$ cat src/rtl/uart_pkg.sv
// Shared types and constants for the UART transmit arbiter.
package uart_pkg;

    localparam int DEF_NUM_REQ      = 4;
    localparam int DEF_BUSY_TIMEOUT = 16;
    localparam int TX_COUNT_W       = 16;
    localparam int BYTE_W           = 8;

    typedef enum logic [1:0] {
        ST_IDLE      = 2'd0,
        ST_WAIT_BUSY = 2'd1,
        ST_WAIT_DONE = 2'd2
    } arb_state_e;

    // Width of a requester index; a single requester still needs one bit.
    function automatic int gid_width(input int n);
        return (n > 1) ? $clog2(n) : 1;
    endfunction

endpackage

$ cat src/rtl/uart_tx_arbiter_if.sv
// Requester bundle plus transmitter write/busy handshake shared by arbiter and its users.
interface uart_tx_arbiter_if
    import uart_pkg::*;
#(
    parameter int NUM_REQ = DEF_NUM_REQ
);
    logic [NUM_REQ-1:0]        req_valid;
    logic [BYTE_W*NUM_REQ-1:0] req_data;
    logic [NUM_REQ-1:0]        req_ack;
    logic                      tx_write;
    logic [BYTE_W-1:0]         tx_data;
    logic                      tx_busy;

    modport master (
        output req_valid, req_data, tx_busy,
        input  req_ack, tx_write, tx_data
    );

    modport slave (
        input  req_valid, req_data, tx_busy,
        output req_ack, tx_write, tx_data
    );
endinterface

$ cat src/rtl/uart_tx_arbiter_rr_select.sv
// Combinational round-robin pick: first valid requester after last_grant, wrapping.
module rr_select
    import uart_pkg::*;
#(
    parameter  int NUM_REQ = DEF_NUM_REQ,
    localparam int GW      = gid_width(NUM_REQ)
) (
    input  logic [NUM_REQ-1:0] valid_i,
    input  logic [GW-1:0]      last_grant_i,
    output logic [GW-1:0]      winner_o,
    output logic               any_o
);

    logic          found;
    logic [GW-1:0] idx;
    int            pos;

    always_comb begin
        found    = 1'b0;
        winner_o = '0;
        idx      = '0;
        pos      = 0;
        for (int k = 1; k <= NUM_REQ; k++) begin
            pos = (int'(last_grant_i) + k) % NUM_REQ;
            idx = GW'(pos);
            if (!found && valid_i[idx]) begin
                found    = 1'b1;
                winner_o = idx;
            end
        end
        any_o = found;
    end

endmodule

$ cat src/rtl/uart_tx_arbiter.sv
// Shares one UART transmitter among NUM_REQ byte requesters with round-robin grants,
// a tx_busy start timeout and a completed-frame counter.
//
//   state        | meaning
//   ST_IDLE      | no frame outstanding; grant on any req_valid
//   ST_WAIT_BUSY | byte written, waiting for tx_busy to rise (timed)
//   ST_WAIT_DONE | frame on the line, waiting for tx_busy to fall
module uart_tx_arbiter
    import uart_pkg::*;
#(
    parameter  int NUM_REQ      = DEF_NUM_REQ,
    parameter  int BUSY_TIMEOUT = DEF_BUSY_TIMEOUT,
    localparam int GW           = gid_width(NUM_REQ),
    localparam int TW           = (BUSY_TIMEOUT > 1) ? $clog2(BUSY_TIMEOUT) : 1
) (
    input  logic                  clk_50M,
    input  logic                  reset_n,
    uart_tx_arbiter_if.slave      bus,
    output logic [GW-1:0]         grant_id,
    output logic                  busy,
    output logic                  timeout_err,
    output logic [TX_COUNT_W-1:0] tx_count
);

    arb_state_e            state_q, state_d;
    logic [GW-1:0]         last_grant_q, last_grant_d;
    logic [TW-1:0]         tmo_cnt_q, tmo_cnt_d;
    logic                  tx_write_q, tx_write_d;
    logic [NUM_REQ-1:0]    ack_q, ack_d;
    logic [BYTE_W-1:0]     tx_data_q, tx_data_d;
    logic [GW-1:0]         grant_q, grant_d;
    logic                  busy_q, busy_d;
    logic                  terr_q, terr_d;
    logic [TX_COUNT_W-1:0] tx_count_q, tx_count_d;

    logic [GW-1:0]         win;
    logic                  any_valid;

    rr_select #(.NUM_REQ(NUM_REQ)) u_rr (
        .valid_i      (bus.req_valid),
        .last_grant_i (last_grant_q),
        .winner_o     (win),
        .any_o        (any_valid)
    );

    always_ff @(posedge clk_50M or negedge reset_n) begin
        if (!reset_n) begin
            state_q      <= ST_IDLE;
            last_grant_q <= GW'(NUM_REQ - 1);
            tmo_cnt_q    <= '0;
            tx_write_q   <= 1'b0;
            ack_q        <= '0;
            tx_data_q    <= '0;
            grant_q      <= '0;
            busy_q       <= 1'b0;
            terr_q       <= 1'b0;
            tx_count_q   <= '0;
        end else begin
            state_q      <= state_d;
            last_grant_q <= last_grant_d;
            tmo_cnt_q    <= tmo_cnt_d;
            tx_write_q   <= tx_write_d;
            ack_q        <= ack_d;
            tx_data_q    <= tx_data_d;
            grant_q      <= grant_d;
            busy_q       <= busy_d;
            terr_q       <= terr_d;
            tx_count_q   <= tx_count_d;
        end
    end

    always_comb begin
        state_d      = state_q;
        last_grant_d = last_grant_q;
        tmo_cnt_d    = tmo_cnt_q;
        tx_write_d   = 1'b0;
        ack_d        = '0;
        tx_data_d    = tx_data_q;
        grant_d      = grant_q;
        terr_d       = 1'b0;
        tx_count_d   = tx_count_q;

        case (state_q)
            ST_IDLE: begin
                // A stray tx_busy here is deliberately not looked at.
                tmo_cnt_d = '0;
                if (any_valid) begin
                    state_d      = ST_WAIT_BUSY;
                    tx_write_d   = 1'b1;
                    ack_d[win]   = 1'b1;
                    tx_data_d    = bus.req_data[{win, 3'b000} +: BYTE_W];
                    grant_d      = win;
                    last_grant_d = win;
                end
            end
            ST_WAIT_BUSY: begin
                if (bus.tx_busy) begin
                    state_d   = ST_WAIT_DONE;
                    tmo_cnt_d = '0;
                end else if (tmo_cnt_q == TW'(BUSY_TIMEOUT - 1)) begin
                    state_d   = ST_IDLE;
                    terr_d    = 1'b1;
                    tmo_cnt_d = '0;
                end else begin
                    tmo_cnt_d = tmo_cnt_q + 1'b1;
                end
            end
            ST_WAIT_DONE: begin
                if (!bus.tx_busy) begin
                    state_d    = ST_IDLE;
                    tx_count_d = tx_count_q + 1'b1;
                end
            end
            default: state_d = ST_IDLE;
        endcase

        busy_d = (state_d != ST_IDLE);
    end

    assign bus.tx_write = tx_write_q;
    assign bus.req_ack  = ack_q;
    assign bus.tx_data  = tx_data_q;
    assign grant_id     = grant_q;
    assign busy         = busy_q;
    assign timeout_err  = terr_q;
    assign tx_count     = tx_count_q;

endmodule

$ cat src/flat_wrapper.sv
// flat-port wrapper written by rule: the top's interface ports become plain ports
module uart_tx_arbiter_flat import uart_pkg::*;
#(
    parameter  int NUM_REQ      = DEF_NUM_REQ,
    parameter  int BUSY_TIMEOUT = DEF_BUSY_TIMEOUT,
    localparam int GW           = gid_width(NUM_REQ),
    localparam int TW           = (BUSY_TIMEOUT > 1) ? $clog2(BUSY_TIMEOUT) : 1
)
  (clk_50M, reset_n, grant_id, busy, timeout_err, tx_count, bus_req_valid, bus_req_data, bus_tx_busy, bus_req_ack, bus_tx_write, bus_tx_data);
  uart_tx_arbiter_if #(.NUM_REQ(NUM_REQ)) bus_i ();
  input  logic clk_50M;
  input  logic reset_n;
  output logic [GW-1:0] grant_id;
  output logic busy;
  output logic timeout_err;
  output logic [TX_COUNT_W-1:0] tx_count;
  input wire logic [$bits(bus_i.req_valid)-1:0] bus_req_valid;
  input wire logic [$bits(bus_i.req_data)-1:0] bus_req_data;
  input wire logic [$bits(bus_i.tx_busy)-1:0] bus_tx_busy;
  output wire logic [$bits(bus_i.req_ack)-1:0] bus_req_ack;
  output wire logic [$bits(bus_i.tx_write)-1:0] bus_tx_write;
  output wire logic [$bits(bus_i.tx_data)-1:0] bus_tx_data;
  assign bus_i.req_valid = bus_req_valid;
  assign bus_i.req_data = bus_req_data;
  assign bus_i.tx_busy = bus_tx_busy;
  assign bus_req_ack = bus_i.req_ack;
  assign bus_tx_write = bus_i.tx_write;
  assign bus_tx_data = bus_i.tx_data;
  uart_tx_arbiter #(.NUM_REQ(NUM_REQ), .BUSY_TIMEOUT(BUSY_TIMEOUT)) u_core (.clk_50M(clk_50M), .reset_n(reset_n), .bus(bus_i), .grant_id(grant_id), .busy(busy), .timeout_err(timeout_err), .tx_count(tx_count));
endmodule
$ cat config.mk
export PLATFORM = sky130hd
export DESIGN_NAME = uart_tx_arbiter_flat
export DESIGN_NICKNAME = d
export VERILOG_FILES = /design/src/rtl/uart_pkg.sv /design/src/rtl/uart_tx_arbiter_if.sv /design/src/rtl/uart_tx_arbiter_rr_select.sv /design/src/rtl/uart_tx_arbiter.sv /design/src/flat_wrapper.sv
export SDC_FILE = /design/constraint.sdc
export NUM_CORES = 1
export LEC_CHECK = 0
export CAP_MARGIN = 20
export CORE_ASPECT_RATIO = 0.8
export CORE_UTILIZATION = 44
export CTS_CLUSTER_SIZE = 8
export DETAILED_ROUTE_END_ITERATION = 7
export GPL_ROUTABILITY_DRIVEN = 0
export GPL_TIMING_DRIVEN = 0
export PLACE_DENSITY = 0.8
export SETUP_SLACK_MARGIN = 0.4
export SLEW_MARGIN = 20
export SYNTH_ARGS = -nofsm -noshare
export SYNTH_HDL_FRONTEND = slang
export SYNTH_SLANG_ARGS = --single-unit
export TNS_END_PERCENT = 30
$ cat constraint.sdc
create_clock -name clk_50M -period 2 [get_ports clk_50M]
set_input_delay 0.6 -clock clk_50M [delete_from_list [all_inputs] [get_ports clk_50M]]
set_output_delay 0.6 -clock clk_50M [all_outputs]
set_load 0.05 [all_outputs]
After elaboration in Yosys (flattened, before gate mapping)

Index checks and enable logic that the tools add are counted.

Flip-flop bits (word level): 41
Input port bits: 39
Output and inout port bits: 33

Multiplexer cells: 33
$add $sub $neg: 6
Magnitude comparators: 6
Bitwise operators: 1
Shift-type cells: 1
Eq/ne operators: 3
Reductions and logical operators: 12

Operators with widths:

| operator                | number |
|---|---|
| $shiftx A32 B6 Y8       | 1 |
| $add A16 B1 Y16 const B | 1 |
| $mux W2                 | 8 |
| $mux W4                 | 4 |
| $lt A2 B3 Y1 const B    | 5 |
| $mux W1                 | 14 |
| $bmux W1 S2             | 4 |
| $pmux W4 S2             | 1 |
| $pmux W2 S3             | 1 |
| $add A2 B1 Y2 const B   | 2 |
| $add A2 B2 Y2 const B   | 2 |
| $add A4 B1 Y4 const B   | 1 |
| $eq A4 B4 Y1 const B    | 1 |
| $logic_and A1 B1 Y1     | 4 |
| $reduce_and A2 Y1       | 2 |
| $reduce_bool A2 Y1      | 2 |
| $logic_not A1 Y1        | 3 |
| $demux W1 S2            | 1 |
| $eq A2 B1 Y1 const B    | 1 |
| $eq A2 B2 Y1 const B    | 1 |
| $ge A2 B1 Y1 const B    | 1 |
| $logic_not A2 Y1        | 1 |
| $not A1 Y1              | 1 |

Depth between registers and ports, before layout

Depth in word-level cells: 19
Gate-level depth with buffers: 7

By module

Synthesis repeated with hierarchy kept, for this count alone.

Cells, all modules: 174
Area total of the unflattened synthesis: 1915.6 um2

Modules (own cells, without submodules):

| module          | instances | cells each | area an instance (um2) | sequential area each (um2) |
|---|---|---|---|---|
| uart_tx_arbiter | 1         | 160        | 1824.2                 | 1028.5 |
| rr_select       | 1         | 14         | 91.3                   | 0.0 |

Worst setup path after synthesis

No wires, ideal clock.

Kind: input -> register
From: input bus_req_valid[3]
To: register u_core.tx_data_q[0] (netlist: u_core.bus.tx_data[0])
Path slack: 277 ps
Library setup time: 138 ps
Arrival: 1585 ps
Stages: 7
Path through: nor2b_1 o21ai_1 o211a_1 buf_6 buf_12 mux2i_1 o221ai_1

Word-level cells in the longest chain between the ends: 13
Elaborated cells between the ends (all ways): 24
Classes of those cells: shift (1); mux (16); reduce/logical (7)

RTL lines:

| what                                                   | line                            | RTL |
|---|---|---|
| from (decl)                                            | flat_wrapper.sv:17              | `input wire logic [$bits(bus_i.req_valid)-1:0] bus_req_valid;` |
| $bmux W1 S2                                            | uart_tx_arbiter_rr_select.sv:26 | `if (!found && valid_i[idx]) begin` |
| $mux W1 (implied by the code)                          | uart_tx_arbiter_rr_select.sv:26 |  |
| $mux W1                                                | uart_tx_arbiter_rr_select.sv:26 |  |
| $logic_not A1 Y1                                       | uart_tx_arbiter_rr_select.sv:26 |  |
| $logic_and A1 B1 Y1                                    | uart_tx_arbiter_rr_select.sv:26 |  |
| $mux W1                                                | uart_tx_arbiter_rr_select.sv:26 |  |
| $logic_not A1 Y1                                       | uart_tx_arbiter_rr_select.sv:26 |  |
| $logic_and A1 B1 Y1                                    | uart_tx_arbiter_rr_select.sv:26 |  |
| $mux W1                                                | uart_tx_arbiter_rr_select.sv:26 |  |
| $logic_not A1 Y1                                       | uart_tx_arbiter_rr_select.sv:26 |  |
| $logic_and A1 B1 Y1                                    | uart_tx_arbiter_rr_select.sv:26 |  |
| $mux W2 or $mux W1 (tied branches)                     | uart_tx_arbiter_rr_select.sv:26 |  |
| $shiftx A32 B6 Y8 or $reduce_and A2 Y1 (tied branches) | -                               |  |
| to (signal assigned)                                   | uart_tx_arbiter.sv:64           | `tx_data_q <= tx_data_d;` |
| to (decl)                                              | uart_tx_arbiter.sv:30           | `logic [BYTE_W-1:0] tx_data_q, tx_data_d;` |

Several ways; a longest one is shown, not always the timed one. The select of a mux whose other input is x is not followed.
A chain may end at the register's enable or synchronous reset.

Final worst setup path

From: register u_core.last_grant_q[0]
To: register u_core.tx_data_q[2] (netlist: u_core.bus.tx_data[2])

Word-level cells in the longest chain between the ends: 14
Elaborated cells between the ends (all ways): 28
Classes of those cells: add/sub (4); shift (1); mux (16); reduce/logical (7)

RTL lines:

| what                                                   | line                            | RTL |
|---|---|---|
| from (decl)                                            | uart_tx_arbiter.sv:26           | `logic [GW-1:0] last_grant_q, last_grant_d;` |
| from (signal assigned)                                 | uart_tx_arbiter.sv:49           | `last_grant_q <= GW'(NUM_REQ - 1);` |
| from (signal assigned)                                 | uart_tx_arbiter.sv:60           | `last_grant_q <= last_grant_d;` |
| $add A2 B1 Y2                                          | uart_tx_arbiter_rr_select.sv:24 | `pos = (int'(last_grant_i) + k) % NUM_REQ;` |
| $bmux W1 S2                                            | uart_tx_arbiter_rr_select.sv:26 |  |
| $mux W1 (implied by the code)                          | uart_tx_arbiter_rr_select.sv:26 |  |
| $mux W1                                                | uart_tx_arbiter_rr_select.sv:26 |  |
| $logic_not A1 Y1                                       | uart_tx_arbiter_rr_select.sv:26 |  |
| $logic_and A1 B1 Y1                                    | uart_tx_arbiter_rr_select.sv:26 |  |
| $mux W1                                                | uart_tx_arbiter_rr_select.sv:26 |  |
| $logic_not A1 Y1                                       | uart_tx_arbiter_rr_select.sv:26 |  |
| $logic_and A1 B1 Y1                                    | uart_tx_arbiter_rr_select.sv:26 |  |
| $mux W1                                                | uart_tx_arbiter_rr_select.sv:26 |  |
| $logic_not A1 Y1                                       | uart_tx_arbiter_rr_select.sv:26 |  |
| $logic_and A1 B1 Y1                                    | uart_tx_arbiter_rr_select.sv:26 |  |
| $mux W2 or $mux W1 (tied branches)                     | uart_tx_arbiter_rr_select.sv:26 |  |
| $shiftx A32 B6 Y8 or $reduce_and A2 Y1 (tied branches) | -                               |  |

Several ways; a longest one is shown, not always the timed one. The select of a mux whose other input is x is not followed.

==> impl_metrics.py <==
metrics = {
    "outcome": {
        "status": "finished, final reports clean",
    },
    "timing": {
        "skew_ns": 0.00919,
        "worst_pin_slew_ns": 0.516,
        "slew_headroom_pct": 65.8,
        "fin_ws_ns": 0.211,
        "max_freq_ghz": 0.559,
        "hold_viol_final": 0,
        "slew_violations": 0,
        "rsz0062_at_grt": "true",
        "worst_hold_slack_ns": 0.200,
        "period_share_pct": 89.4,
        "setup-violations-final": 0,
        "min_period_ns": 1.79,
    },
    "layout": {
        "stdcell_count": 318,
        "mostFrequentLayoutCell": "dfrtp_1",
        "final_nets": 301,
        "diodes": 0,
        "layout-drive-gt1-share_pct": 24.1,
        "mostFrequentLayoutCells": "dfrtp_1 (39), clkdlybuf4s50_1 (32), nand2_1 (24)",
        "syn_to_final_growth_pct": 44.8,
    },
    "place": {
        "placed_cells": 303,
        "port_buffers": 71,
        "dp_slack_ns": -0.377,
        "dp_hpwl_mm": 3.21,
    },
    "pwr": {
        "p_int_uw": 2180,
        "power_density_mw_per_mm2": 1410,
        "leakage_uw": 0.00138,
        "power_frac_seq_pct": 32.3,
        "pwr-share-clk_pct": 15.2,
        "switchingPower_uw": 1760,
        "irDropWorstVdd_mv": 1.06,
        "total_power_uw": 3940,
        "combinationalPowerShare_pct": 52.4,
        "switching_share_pct": 44.6,
    },
    "drt": {
        "via_per_inst": 4.96,
        "drt_iter0_markers": 98,
        "drt-pass1-iter-count": 4,
        "detail-route-antenna-nets": 0,
        "drt-wirelength-per-cell_um": 13.7,
        "drc": 0,
        "wl_mm": 4.37,
        "routed-via-count": 1578,
    },
    "synth": {
        "synth_top_area_share_pct": 50.5,
        "ys_warn_count": 0,
        "synth.ff_latch_count": 41,
        "syn_area_per_cell_um2": 11.1,
        "synth.cell_area_mm2": 0.00193,
        "ys_types": 36,
        "synth_edf_count": 0,
        "synthCells": 174,
        "synth_flop_cell": "dfrtp_1",
        "synth_top_area_cell": "dfrtp_1",
        "synth_area_leaders": "dfrtp_1 (50%), mux2i_1 (8.8%), xnor2_1 (5.4%), nand2_1 (4.7%), o221ai_1 (3.6%)",
        "syn-num-nets": 215,
        "ys_seq_area_share_pct": 53.2,
        "postSynth.asyncResetShare_pct": 100,
    },
    "floorplan": {
        "fp.dieH_um": 61.3,
        "ios": 72,
        "core_area_mm2": 0.00420,
        "num_rows": 21,
        "start_util_pct": 46.0,
        "die_x_um": 76.1,
        "dieArea_mm2": 0.00466,
    },
    "clock_network": {
        "cts_hold_buf": 0,
        "cts_tree": "yes",
        "cts-root-buf": "clkbuf_8",
        "clkLatencyLatePin_ns": 0.29,
        "cts_buffer_depth": 2,
        "cts_max_level": 2,
        "cts_made_buffers": 5,
        "cts.sinks": 41,
        "cts.clk_slew.worst_paths_ns": 0.08,
    },
    "critical_path": {
        "path_depth": 7,
        "cp_slowest_cell": "dfstp_2",
        "ff2ff_path_depth": 7,
        "critPathBufInv": 2,
        "r2r_setup_slack_ns": 0.21,
        "start_kind": "flop",
        "path_max_fanout": 6,
        "max_stage_delay_ns": 0.59,
        "crit_chain": "nand2b_4, a21boi_4, o211a_1, buf_6, clkbuf_16, mux2i_1, o221ai_1",
        "crit_type": "flop to flop",
        "reg2reg_from": "u_core.last_grant_q[0]$_DFFE_PN1P_",
        "crit_arrival_ns": 1.94,
        "crit_family": "flip-flops",
        "critPathCaptureType": "flop",
        "required_ns": 2.15,
        "r2r-end": "u_core.bus.tx_data[2]$_DFFE_PN0P_",
    },
    "global_route": {
        "grt_use_total_pct": 19.1,
        "grt_pass1_wl_mm": 6.81,
        "grt_start_max_net_pins": 28,
        "grt_antenna_before_repair": 0,
        "grt_remaining_overflow": 0,
        "grt_pass1_vias": 1466,
    },
    "hold_path": {
        "holdCritPathClass": "primary input to asynchronous set/reset pin",
    },
    "job": {
        "maxCapViolations": 0,
    },
}
==> cell type report <==
class,count,area (um^2)
Buffer,6,65.1
Fill cell,353,1410
Sequential cell,41,1030
Clock buffer,7,96.3
Clock inverter,1,8.76
Multi-Input combinational cell,125,861
Tap cell,57,71.3
Inverter,2,7.51
Timing Repair Buffer,79,661
==> metrics by stage <==
| step | TNS [ns] | cell area (um^2) | utilization (%) |
|---|---|---|---|
| floorplan | 0 | 1940 | - |
| global placement | -31.77 | 2720 | 64.8 |
| detailed placement | -6.40 | 2740 | 65.1 |
| CTS | 0 | 2790 | 66.3 |
| global route | 0 | 2800 | 66.6 |
| finish | 0 | 2800 | 66.6 |
==> power groups by stage <==
| stage | clock network (uW) | logic [uW] | registers (uW) |
|---|---|---|---|
| 2_1_floorplan | 0 | 799 | 1910 |
| 3_3_place_gp | 0 | 2060 | 1290 |
| 3_5_place_dp | 0 | 2090 | 1290 |
| 4_1_cts | 613 | 2020 | 1270 |
| 5_1_grt | 642 | 2210 | 1310 |
| 6_report | 600 | 2060 | 1270 |
==> worst reg2reg max path, cell delays in order (launching register included) <==
cell and delay [ns]:
dfstp_2 0.59, nand2b_4 0.14, a21boi_4 0.17, o211a_1 0.16
buf_6 0.14, clkbuf_16 0.15, mux2i_1 0.19, o221ai_1 0.12
==> state kept, by name (all words and copies together) (netlist names) <==
name and count:
u_core.bus.tx_data 8, u_core.grant_id 2, u_core.bus.tx_write 1, u_core.tx_count 16, u_core.busy 1, u_core.last_grant_q 2
u_core.timeout_err 1, u_core.bus.req_ack 4, u_core.tmo_cnt_q 4, u_core.state_q 2
==> synthesized netlist by cell type, types with 3 or more instances <==
| cell type | n |
|---|---|
| o221ai_1 | 8 |
| nand4_1 | 3 |
| nor2_1 | 13 |
| dfrtp_1 | 39 |
| a21oi_1 | 4 |
| o21ai_0 | 6 |
| and3_1 | 3 |
| nand2_1 | 24 |
| nand2b_1 | 4 |
| xor2_1 | 4 |
| mux2i_1 | 17 |
| buf_6 | 3 |
| nand3_1 | 8 |
| xnor2_1 | 12 |
==> how the worst max path moves through the flow <==
stage          slack (ns)                           endpoint                          startpoint
2_1_floorplan        0.30  u_core.bus.tx_data[5]$_DFFE_PN0P_                    bus_req_valid[1]
3_3_place_gp        -0.66  u_core.bus.tx_data[2]$_DFFE_PN0P_                             reset_n
3_5_place_dp        -0.38  u_core.bus.tx_data[5]$_DFFE_PN0P_                    bus_req_valid[3]
4_1_cts              0.21  u_core.bus.tx_data[5]$_DFFE_PN0P_                    bus_req_valid[3]
5_1_grt              0.11  u_core.bus.tx_data[7]$_DFFE_PN0P_  u_core.last_grant_q[0]$_DFFE_PN1P_
6_report             0.21  u_core.bus.tx_data[2]$_DFFE_PN0P_  u_core.last_grant_q[0]$_DFFE_PN1P_
==> cells by family (layout without fill, tap and decap cells) <==
family | after synthesis | in the layout | share of synthesized area (%)
AND/OR/NAND/NOR | 64 | 64 | 16.0
buffers and inverters | 8 | 95 | 3.75
multiplexers | 18 | 18 | 9.38
adder cells (fa/ha/maj) | 2 | 2 | 1.29
flip-flops | 41 | 41 | 53.2
XOR/XNOR | 16 | 16 | 7.25
AO/OA/AOI/OAI | 25 | 25 | 9.13
==> metal layers <==
layer / wire length (um) / GRT usage (%) / up-vias
met1: 2030 / 25.6 / 758
met2: 2100 / 31.8 / 42
met3: 214 / 4.74 / 2
met5: 0 / 0 / -
li1: - / - / 776
met4: 20 / 4.95 / 0
==> timing repair <==
action                                  CTS  global route
gates resized for setup                 115            18
endpoints found under the setup margin   62            50
pin swaps                                 5             1
cloned                                    0             1
setup buffers                             5             1
Note: power is estimated with default switching activity, not from simulation.
